--- config.mk ---
export PLATFORM = sky130hd
export DESIGN_NAME = writeback_unit_flat
export DESIGN_NICKNAME = d
export VERILOG_FILES = /design/src/rtl/wb_pkg.sv /design/src/rtl/writeback_unit_if.sv /design/src/rtl/load_align.sv /design/src/rtl/writeback_unit.sv /design/src/flat_wrapper.sv
export SDC_FILE = /design/constraint.sdc
export NUM_CORES = 1
export LEC_CHECK = 0
export ABC_AREA = 1
export BUFFER_PORTS_ARGS = -buffer_cell sky130_fd_sc_hd__buf_4
export CORE_UTILIZATION = 52
export DETAILED_ROUTE_END_ITERATION = 10
export HOLD_SLACK_MARGIN = 0.1
export PLACE_DENSITY_LB_ADDON = 0.12
export SYNTH_ARGS = -nofsm -noshare
export SYNTH_HDL_FRONTEND = slang
export SYNTH_HIERARCHICAL = 1
export SYNTH_SLANG_ARGS = --single-unit
export TNS_END_PERCENT = 20
--- constraint.sdc ---
create_clock -name clk -period 2.25 [get_ports clk]
set_input_delay 0.225 -clock clk [delete_from_list [all_inputs] [get_ports clk]]
set_output_delay 0.225 -clock clk [all_outputs]
set_load 0.005 [all_outputs]
--- src/rtl/wb_pkg.sv ---
// ============================================================================
// wb_pkg : shared encodings for the writeback stage.
// Rev 1.0
// ============================================================================
`default_nettype none

package wb_pkg;

   localparam logic [1:0] FP_INT    = 2'b00;
   localparam logic [1:0] FP_SINGLE = 2'b01;
   localparam logic [1:0] FP_DOUBLE = 2'b10;
   localparam logic [1:0] FP_NONE   = 2'b11;

   localparam logic [1:0] DS_WORD = 2'b00;
   localparam logic [1:0] DS_HALF = 2'b01;
   localparam logic [1:0] DS_BYTE = 2'b10;

   typedef enum logic [0:0] {
      RUN = 1'b0,
      HI  = 1'b1
   } wb_state_e;

endpackage

`default_nettype wire

--- src/rtl/writeback_unit_if.sv ---
// ============================================================================
// writeback_unit_if : MEM->WB instruction bundle and register-file write port.
// Rev 1.0
// ============================================================================
`default_nettype none

interface writeback_unit_if #(
   parameter int N = 32
);
   logic         in_valid;
   logic         in_regwrite;
   logic         in_mem2reg;
   logic         in_jal;
   logic [4:0]   in_rd;
   logic [1:0]   in_fpoint;
   logic [1:0]   in_dsize;
   logic         in_loadext;
   logic [1:0]   in_addrlo;
   logic [N-1:0] in_alures;
   logic [N-1:0] in_memdata;
   logic [N-1:0] in_memdata_hi;
   logic [N-1:0] in_linkpc;

   logic         stall;
   logic [4:0]   rw;
   logic [N-1:0] busW;
   logic         wrenable;
   logic [1:0]   fpoint;

   modport master (
      output in_valid, in_regwrite, in_mem2reg, in_jal, in_rd, in_fpoint,
             in_dsize, in_loadext, in_addrlo, in_alures, in_memdata,
             in_memdata_hi, in_linkpc,
      input  stall, rw, busW, wrenable, fpoint
   );

   modport slave (
      input  in_valid, in_regwrite, in_mem2reg, in_jal, in_rd, in_fpoint,
             in_dsize, in_loadext, in_addrlo, in_alures, in_memdata,
             in_memdata_hi, in_linkpc,
      output stall, rw, busW, wrenable, fpoint
   );
endinterface

`default_nettype wire

--- src/rtl/load_align.sv ---
// ============================================================================
// load_align : big-endian sub-word load extraction with sign/zero extension.
// Rev 1.0
// ============================================================================
`default_nettype none

module load_align
   import wb_pkg::*;
(
   input  logic [31:0] memdata,
   input  logic [1:0]  dsize,
   input  logic        loadext,
   input  logic [1:0]  addrlo,
   output logic [31:0] aligned
);

   logic [7:0]  byte_v;
   logic [15:0] half_v;

   always_comb begin
      byte_v = memdata[31:24];
      case (addrlo)
         2'd0:    byte_v = memdata[31:24];
         2'd1:    byte_v = memdata[23:16];
         2'd2:    byte_v = memdata[15:8];
         default: byte_v = memdata[7:0];
      endcase

      // addrlo[0] is deliberately ignored for halfword loads
      half_v = addrlo[1] ? memdata[15:0] : memdata[31:16];

      aligned = memdata;
      case (dsize)
         DS_BYTE: aligned = {{24{loadext & byte_v[7]}}, byte_v};
         DS_HALF: aligned = {{16{loadext & half_v[15]}}, half_v};
         default: aligned = memdata;
      endcase
   end

endmodule

`default_nettype wire

--- src/rtl/writeback_unit.sv ---
// ============================================================================
// writeback_unit : MEM/WB register, result select and register-file write.
// Macro WB_DOUBLE_EN: FP double loads split into two writes (one stall). Rev 1.0
// ============================================================================
`default_nettype none

module writeback_unit
   import wb_pkg::*;
#(
   parameter int N        = 32,
   parameter int LINK_REG = 31
) (
   input  logic             clk,
   input  logic             rst_n,
   writeback_unit_if.slave  bus
);

   typedef struct packed {
      logic         regwrite;
      logic         mem2reg;
      logic         jal;
      logic [4:0]   rd;
      logic [1:0]   fpoint;
      logic [1:0]   dsize;
      logic         loadext;
      logic [1:0]   addrlo;
      logic [N-1:0] alures;
      logic [N-1:0] memdata;
      logic [N-1:0] linkpc;
   } stage_t;

   stage_t       r_stage;
   logic         w_dbl;
   logic         w_hi;
   logic         w_stall;
   logic [N-1:0] w_memword;
   logic [31:0]  w_aligned;
   logic [4:0]   w_rw;
   logic [1:0]   w_fp;
   logic [N-1:0] w_data;

   always_ff @(posedge clk or negedge rst_n) begin
      if (!rst_n) begin
         r_stage <= '0;
      end else if (!w_stall) begin
         if (bus.in_valid) begin
            r_stage.regwrite <= bus.in_regwrite;
            r_stage.mem2reg  <= bus.in_mem2reg;
            r_stage.jal      <= bus.in_jal;
            r_stage.rd       <= bus.in_rd;
            r_stage.fpoint   <= bus.in_fpoint;
            r_stage.dsize    <= bus.in_dsize;
            r_stage.loadext  <= bus.in_loadext;
            r_stage.addrlo   <= bus.in_addrlo;
            r_stage.alures   <= bus.in_alures;
            r_stage.memdata  <= bus.in_memdata;
            r_stage.linkpc   <= bus.in_linkpc;
         end else begin
            r_stage <= '0;
         end
      end
   end

   // jal outranks the FP bank, so a jal is never treated as a double
   assign w_dbl = r_stage.regwrite && (r_stage.fpoint == FP_DOUBLE) && !r_stage.jal;

`ifdef WB_DOUBLE_EN
   wb_state_e    r_state;
   logic [N-1:0] r_memdata_hi;

   always_ff @(posedge clk or negedge rst_n) begin
      if (!rst_n) begin
         r_memdata_hi <= '0;
      end else if (!w_stall) begin
         r_memdata_hi <= bus.in_valid ? bus.in_memdata_hi : '0;
      end
   end

   always_ff @(posedge clk or negedge rst_n) begin
      if (!rst_n) begin
         r_state <= RUN;
      end else begin
         case (r_state)
            RUN:     if (w_dbl) r_state <= HI;
            HI:      r_state <= RUN;
            default: r_state <= RUN;
         endcase
      end
   end

   assign w_hi      = (r_state == HI);
   assign w_stall   = (r_state == RUN) && w_dbl;
   assign w_memword = w_hi ? r_memdata_hi : r_stage.memdata;
`else
   assign w_hi      = 1'b0;
   assign w_stall   = 1'b0;
   assign w_memword = r_stage.memdata;
`endif

   load_align u_load_align (
      .memdata (r_stage.memdata[31:0]),
      .dsize   (r_stage.dsize),
      .loadext (r_stage.loadext),
      .addrlo  (r_stage.addrlo),
      .aligned (w_aligned)
   );

   always_comb begin
      w_rw   = r_stage.rd;
      w_fp   = r_stage.fpoint;
      w_data = r_stage.alures;
      if (r_stage.jal) begin
         w_rw   = 5'(LINK_REG);
         w_fp   = FP_INT;
         w_data = r_stage.linkpc;
      end else begin
         // double words bypass sub-word alignment
         if (r_stage.mem2reg) begin
            w_data = (r_stage.fpoint == FP_DOUBLE) ? w_memword : N'(w_aligned);
         end
`ifdef WB_DOUBLE_EN
         if (w_dbl) begin
            w_rw = {r_stage.rd[4:1], w_hi};
         end
`endif
      end
   end

   assign bus.stall    = w_stall;
   assign bus.rw       = w_rw;
   assign bus.busW     = w_data;
   assign bus.fpoint   = w_fp;
   assign bus.wrenable = r_stage.regwrite && (w_fp != FP_NONE) &&
                         !((w_fp == FP_INT) && (w_rw == 5'd0));

endmodule

`default_nettype wire

--- src/flat_wrapper.sv ---
// flat-port wrapper written by rule: the top's interface ports become plain ports
module writeback_unit_flat import wb_pkg::*;
#(
   parameter int N        = 32,
   parameter int LINK_REG = 31
)
  (clk, rst_n, bus_in_valid, bus_in_regwrite, bus_in_mem2reg, bus_in_jal, bus_in_rd, bus_in_fpoint, bus_in_dsize, bus_in_loadext, bus_in_addrlo, bus_in_alures, bus_in_memdata, bus_in_memdata_hi, bus_in_linkpc, bus_stall, bus_rw, bus_busW, bus_wrenable, bus_fpoint);
  writeback_unit_if #(.N(N)) bus_i ();
  input  logic clk;
  input  logic rst_n;
  input wire logic [$bits(bus_i.in_valid)-1:0] bus_in_valid;
  input wire logic [$bits(bus_i.in_regwrite)-1:0] bus_in_regwrite;
  input wire logic [$bits(bus_i.in_mem2reg)-1:0] bus_in_mem2reg;
  input wire logic [$bits(bus_i.in_jal)-1:0] bus_in_jal;
  input wire logic [$bits(bus_i.in_rd)-1:0] bus_in_rd;
  input wire logic [$bits(bus_i.in_fpoint)-1:0] bus_in_fpoint;
  input wire logic [$bits(bus_i.in_dsize)-1:0] bus_in_dsize;
  input wire logic [$bits(bus_i.in_loadext)-1:0] bus_in_loadext;
  input wire logic [$bits(bus_i.in_addrlo)-1:0] bus_in_addrlo;
  input wire logic [$bits(bus_i.in_alures)-1:0] bus_in_alures;
  input wire logic [$bits(bus_i.in_memdata)-1:0] bus_in_memdata;
  input wire logic [$bits(bus_i.in_memdata_hi)-1:0] bus_in_memdata_hi;
  input wire logic [$bits(bus_i.in_linkpc)-1:0] bus_in_linkpc;
  output wire logic [$bits(bus_i.stall)-1:0] bus_stall;
  output wire logic [$bits(bus_i.rw)-1:0] bus_rw;
  output wire logic [$bits(bus_i.busW)-1:0] bus_busW;
  output wire logic [$bits(bus_i.wrenable)-1:0] bus_wrenable;
  output wire logic [$bits(bus_i.fpoint)-1:0] bus_fpoint;
  assign bus_i.in_valid = bus_in_valid;
  assign bus_i.in_regwrite = bus_in_regwrite;
  assign bus_i.in_mem2reg = bus_in_mem2reg;
  assign bus_i.in_jal = bus_in_jal;
  assign bus_i.in_rd = bus_in_rd;
  assign bus_i.in_fpoint = bus_in_fpoint;
  assign bus_i.in_dsize = bus_in_dsize;
  assign bus_i.in_loadext = bus_in_loadext;
  assign bus_i.in_addrlo = bus_in_addrlo;
  assign bus_i.in_alures = bus_in_alures;
  assign bus_i.in_memdata = bus_in_memdata;
  assign bus_i.in_memdata_hi = bus_in_memdata_hi;
  assign bus_i.in_linkpc = bus_in_linkpc;
  assign bus_stall = bus_i.stall;
  assign bus_rw = bus_i.rw;
  assign bus_busW = bus_i.busW;
  assign bus_wrenable = bus_i.wrenable;
  assign bus_fpoint = bus_i.fpoint;
  writeback_unit #(.N(N), .LINK_REG(LINK_REG)) u_core (.clk(clk), .rst_n(rst_n), .bus(bus_i));
endmodule
======== Word-level counts from Yosys, hierarchy flattened ========
Index checks and enable logic that the tools add are counted.
storage, ports and cells
  input bits .............................. 146
  flip-flop bits (word level) ............. 111
cells by class
  equality and inequality tests ........... 6
  multiplexer cells ....................... 9
  bitwise gates (word level) .............. 2
  reduce and logical (&&, ||, !) cells .... 7
operators with widths
  operator            number
  $mux 111            1
  $mux 32             3
  $pmux 32 s2         1
  $pmux 8 s3          1
  $mux 16             1
  $eq 2x2->1 const B  3
  $logic_not 5->1     1
  $mux 5              1
  $eq 2x1->1 const B  2
  $logic_not 2->1     2
  $logic_and 1x1->1   3
  $and 1x1->1         2
  $mux 2              1
  $ne 2x2->1 const B  1
  $logic_not 1->1     1

======== Depth between registers and ports, before layout ========
  depth in word-level cells ............... 7
  depth in mapped cells ................... 13
  gate-level depth less buffers ........... 12

======== Modules after synthesis ========
The synthesis kept the hierarchy.
by module, submodules not included
  module          cells an instance  times used  area an instance (sq um)  seq. area each (sq um)
  writeback_unit  651                1           5082.4                    2777.7
  load_align      173                1           780.7                     0.0

======== Worst setup path before layout ========
Ideal clock, no wire load.
  path kind ............................... reg2out
  from .................................... reg, netlist name u_core/r_stage[99]
  to ...................................... out bus_busW[10]
  path slack .............................. 0.372 ns
  data required time ...................... 2.025 ns
  cell stages (with the launch flop) ...... 12
  data arrival time ....................... 1.653 ns
  path buffers ............................ 2
  cell sequence ........................... dfrtp_1 > inv_1 > ha_1 > buf_4 > clkinv_1 > clkbuf_1 > nor2_1 > a21oi_1 > inv_1 > nand2_1 > nand3_1 > a21oi_1
on the way
  longest elaborated chain between the ends .. 5
ends and longest elaborated chain
  element                                          RTL line               RTL
  $eq 2x1->1 / $eq 2x2->1 (equally long branches)  load_align.sv:33       case (dsize)
  $pmux 32 s2 *                                    load_align.sv:33
  net u_core.w_aligned[10]                         writeback_unit.sv:37   logic [31:0] w_aligned;
  $mux 32 *                                        writeback_unit.sv:119  w_data = (r_stage.fpoint == FP_DOUBLE) ? w_memword : N'(w_aligned);
  $mux 32 *                                        writeback_unit.sv:118  if (r_stage.mem2reg) begin
  $mux 32 *                                        writeback_unit.sv:112  if (r_stage.jal) begin
  end, declared                                    flat_wrapper.sv:26     output wire logic [$bits(bus_i.busW)-1:0] bus_busW;
The timed path passes the listed nets; every way through them passes the cells marked *.

======== Worst setup path in the final report ========
  from .................................... reg, netlist name u_core/r_stage[100]
  to ...................................... out bus_busW[24]
on the way
  longest elaborated chain between the ends .. 5
ends and longest elaborated chain
  element                                          RTL line
  $eq 2x1->1 / $eq 2x2->1 (equally long branches)  load_align.sv:33
  $pmux 32 s2 *                                    load_align.sv:33
  net u_core.w_aligned[24]                         writeback_unit.sv:37
  $mux 32 *                                        writeback_unit.sv:119
  $mux 32 *                                        writeback_unit.sv:118
  $mux 32 *                                        writeback_unit.sv:112
Marked as above.

==> metrics.txt <==
status finished with violations; failing checks negative setup slack; GRT Resource Usage Total 0.3237; Clock Sink Count between 100 and 150; Final WS setup -0.1600 ns; # port buffers approximately 150; # setup viols final 31; Synth area leader dfrtp_1; Hold Path Class input port to register; NetSw approximately 1400 uW; relative slew slack 0.5649; final period utilization 1.071; Post-Route WL about 19000 um; worst setup path category register to primary output; Synth cell types 22; Post-Layout Cell Count ~1200; Crit. Startpoint u_core/r_stage[100]; syn nets approximately 1000; Synth Instances 824; clk slew on worst S/H paths around 0.070 ns; Post-route DRC 0; Starting Density 0.5362; maximum VDD drop roughly 0.65 mV; I/O pin cnt between 150 and 200; MaxCap Viol Count 0; CTS tree yes; top-count cell post-synth nand2_1; Crit-path slowest cell dfrtp_1; Final ANT Viol Nets 0; hold path depth 3; critical path arrival ~2.2 ns; die width about 110 um; Clock power frac 0.320; vias in the first global route around 6200; core area ~11000 um2; Placer Congestion 0.9120; H-tree depth 3; switching share of power 0.2915; Post-Place Worst Slack between 0.1 and 0.15 ns; Post-synth EDFFs 0; clock buffer depth 2; CP max stage delay around 0.43 ns; Peak Freq 0.4149 GHz; Via density 4.980; Num CTS Buffers 9; routed wire length per instance 15.49 um; total gr overflow 0; Seq/Total Area, Yosys 0.4738; largest net degree at the start of global routing 62; Area growth, synth to finish 50.96%; DP Wirelength around 10000 um; most used cell, CP nand2_2; Worst-Margin Slew 0.6518 ns; CP Max Fanout 8; Synth top cells by count nand2_1, inv_1, dfrtp_1; crit path cell chain ha_4 > inv_2 > nor2_4 > nand2_2 > nand2_4 > o21bai_4 > clkbuf_16 > nand2_2 > inv_1 > nand2_2 > nand3_2 > a21oi_2 > buf_4; Synth Register Bits about 110; Sequential Power Share 0.444; synth warn 6; synth top area cells dfrtp_1, nand2_1, inv_1; leakage between 0.005 and 0.006 uW; row cnt 38; worst endpoint required time a little over 2 ns; Synth Flop Type dfrtp_1; fin. max-slew vios 0; min-delay src bus_in_valid; first-pass GRT wire length slightly below 30000 um; share of layout cells above drive strength 1 0.2569; Mapped Area around 5900 um2; Synth top area share 0.4738; RSZ-0062 raised after global routing yes; total iterations of the first detailed-routing run 5; initial antenna violation count 1; Final Critical Period roughly 2.4 ns; clock root buffer clkbuf_16; Avg Inst Size Synth 7.115 um2; initial DRC count 459; internal power 3439 uW; PwrDens 548.4 nW/um2; Fin. Hold Viols 0; Vias about 6000; asr flop ratio synth 1.000; Setup crit end kind primary output; crit start category register; full die area 11700 um2; post-placement cell count 1088; die height approximately 110 um; Nets about 1200; Hold Crit Endpoint u_core/r_stage[64]; logic gate share of total power 0.237
## worst max-delay path: cells and delay by family, from the launching register on
family	cells	cell delay, ns
flip-flops	1	0.43
AND/OR/NAND/NOR	6	0.43
AO/OA/AOI/OAI	2	0.30
buffers and inverters	4	0.46
adder cells (fa/ha/maj)	1	0.19
## layer usage
| metal | vias to the layer above | track usage | share of wire |
|---|---|---|---|
| met2 | 247 | 0.5864 | 0.53 |
| met4 | 0 | 0.1106 | 0.023 |
| met1 | 2892 | 0.3710 | 0.39 |
| li1 | 2911 | - | - |
| met5 | - | 0 | 0 |
| met3 | 40 | 0.07836 | 0.063 |
## final cells by class
| class | count | area (um2) |
|---|---|---|
| Tap cell | 140 | 175.2 |
| Multi-Input combinational cell | 465 | 2307 |
| Clock inverter | 6 | 56.30 |
| Clock buffer | 10 | 229.0 |
| Timing Repair Buffer | 287 | 2540 |
| Sequential cell | 111 | 2779 |
| Antenna cell | 1 | 2.502 |
| Fill cell | 702 | 2085 |
| Inverter | 203 | 762.0 |
## what timing repair did
action / CTS / global route
buffers inserted: 0 / 3
hold endpoints to repair: 152 / 0
pin swaps: 1 / 17
endpoints found under the setup margin: 32 / 32
hold buffers: 112 / 0
gates cloned: 0 / 3
resized for setup: 21 / 66
## power by group through the flow
stage / clock network, uW / registers (uW) / logic [uW]
2_1_floorplan: 0 / 2170 / 463
3_3_place_gp: 0 / 2180 / 833
3_5_place_dp: 0 / 2190 / 851
4_1_cts: 1580 / 2150 / 1030
5_1_grt: 1650 / 2160 / 1250
6_report: 1550 / 2150 / 1150
## flip-flops by register name (all words and copies together) (netlist names)
register          flops
u_core/r_stage       79
u_core/w_memword     32
## placed cells by master (no fill, tap or decap), drive strengths merged
cell type,synthesis,routed
o21ai,9,9
dfrtp,111,111
dlygate4sd3,0,112
conb,1,1
buf,40,173
clkinvlp,0,2
nand3,70,70
clkbuf,5,12
clkinv,1,2
diode,0,1
nand2,245,245
inv,202,205
o21bai,1,1
ha,2,2
nor2,58,58
a21oi,77,77
nand4,2,2
## how the worst max path moves through the flow
stage / endpoint / depth (start not counted) / slack (ns)
final: bus_busW[24] / 13 / -0.16
after global routing: bus_busW[21] / 13 / -0.25
after CTS: bus_busW[5] / 13 / -0.15
after detailed placement: bus_busW[5] / 13 / 0.14
after global placement: bus_busW[20] / 12 / 0.18
after floorplan: bus_busW[10] / 11 / 0.37
## kinds of logic (layout without fill, tap and decap cells)
| family | Yosys count | in the layout | synth area share |
|---|---|---|---|
| and+or+nand+nor | 375 | 375 | 0.2640 |
| DFF | 111 | 111 | 0.4738 |
| adders and majority gates | 2 | 2 | 0.004267 |
| AOI/OAI and AO/OA | 87 | 87 | 0.07725 |
| other | 1 | 2 | 0.0006396 |
| buffers and inverters | 248 | 506 | 0.1801 |
## metrics by stage
| step | setup TNS (ns) | util | power (uW) | instance area (um2) | hold WS (ns) |
|---|---|---|---|---|---|
| after floorplan | 0 | - | 2630 | 5863 | -0.07059 |
| after global placement | 0 | 0.6447 | 3016 | 7051 | 0.2496 |
| after detailed placement | 0 | 0.6447 | 3036 | 7051 | 0.2638 |
| after CTS | -3.560 | 0.7805 | 4763 | 8536 | 0.3104 |
| after global routing | -5.949 | 0.8094 | 5064 | 8851 | 0.3482 |
| final | -2.508 | 0.8094 | 4854 | 8851 | 0.3204 |
(Power assumes the default switching activity.)
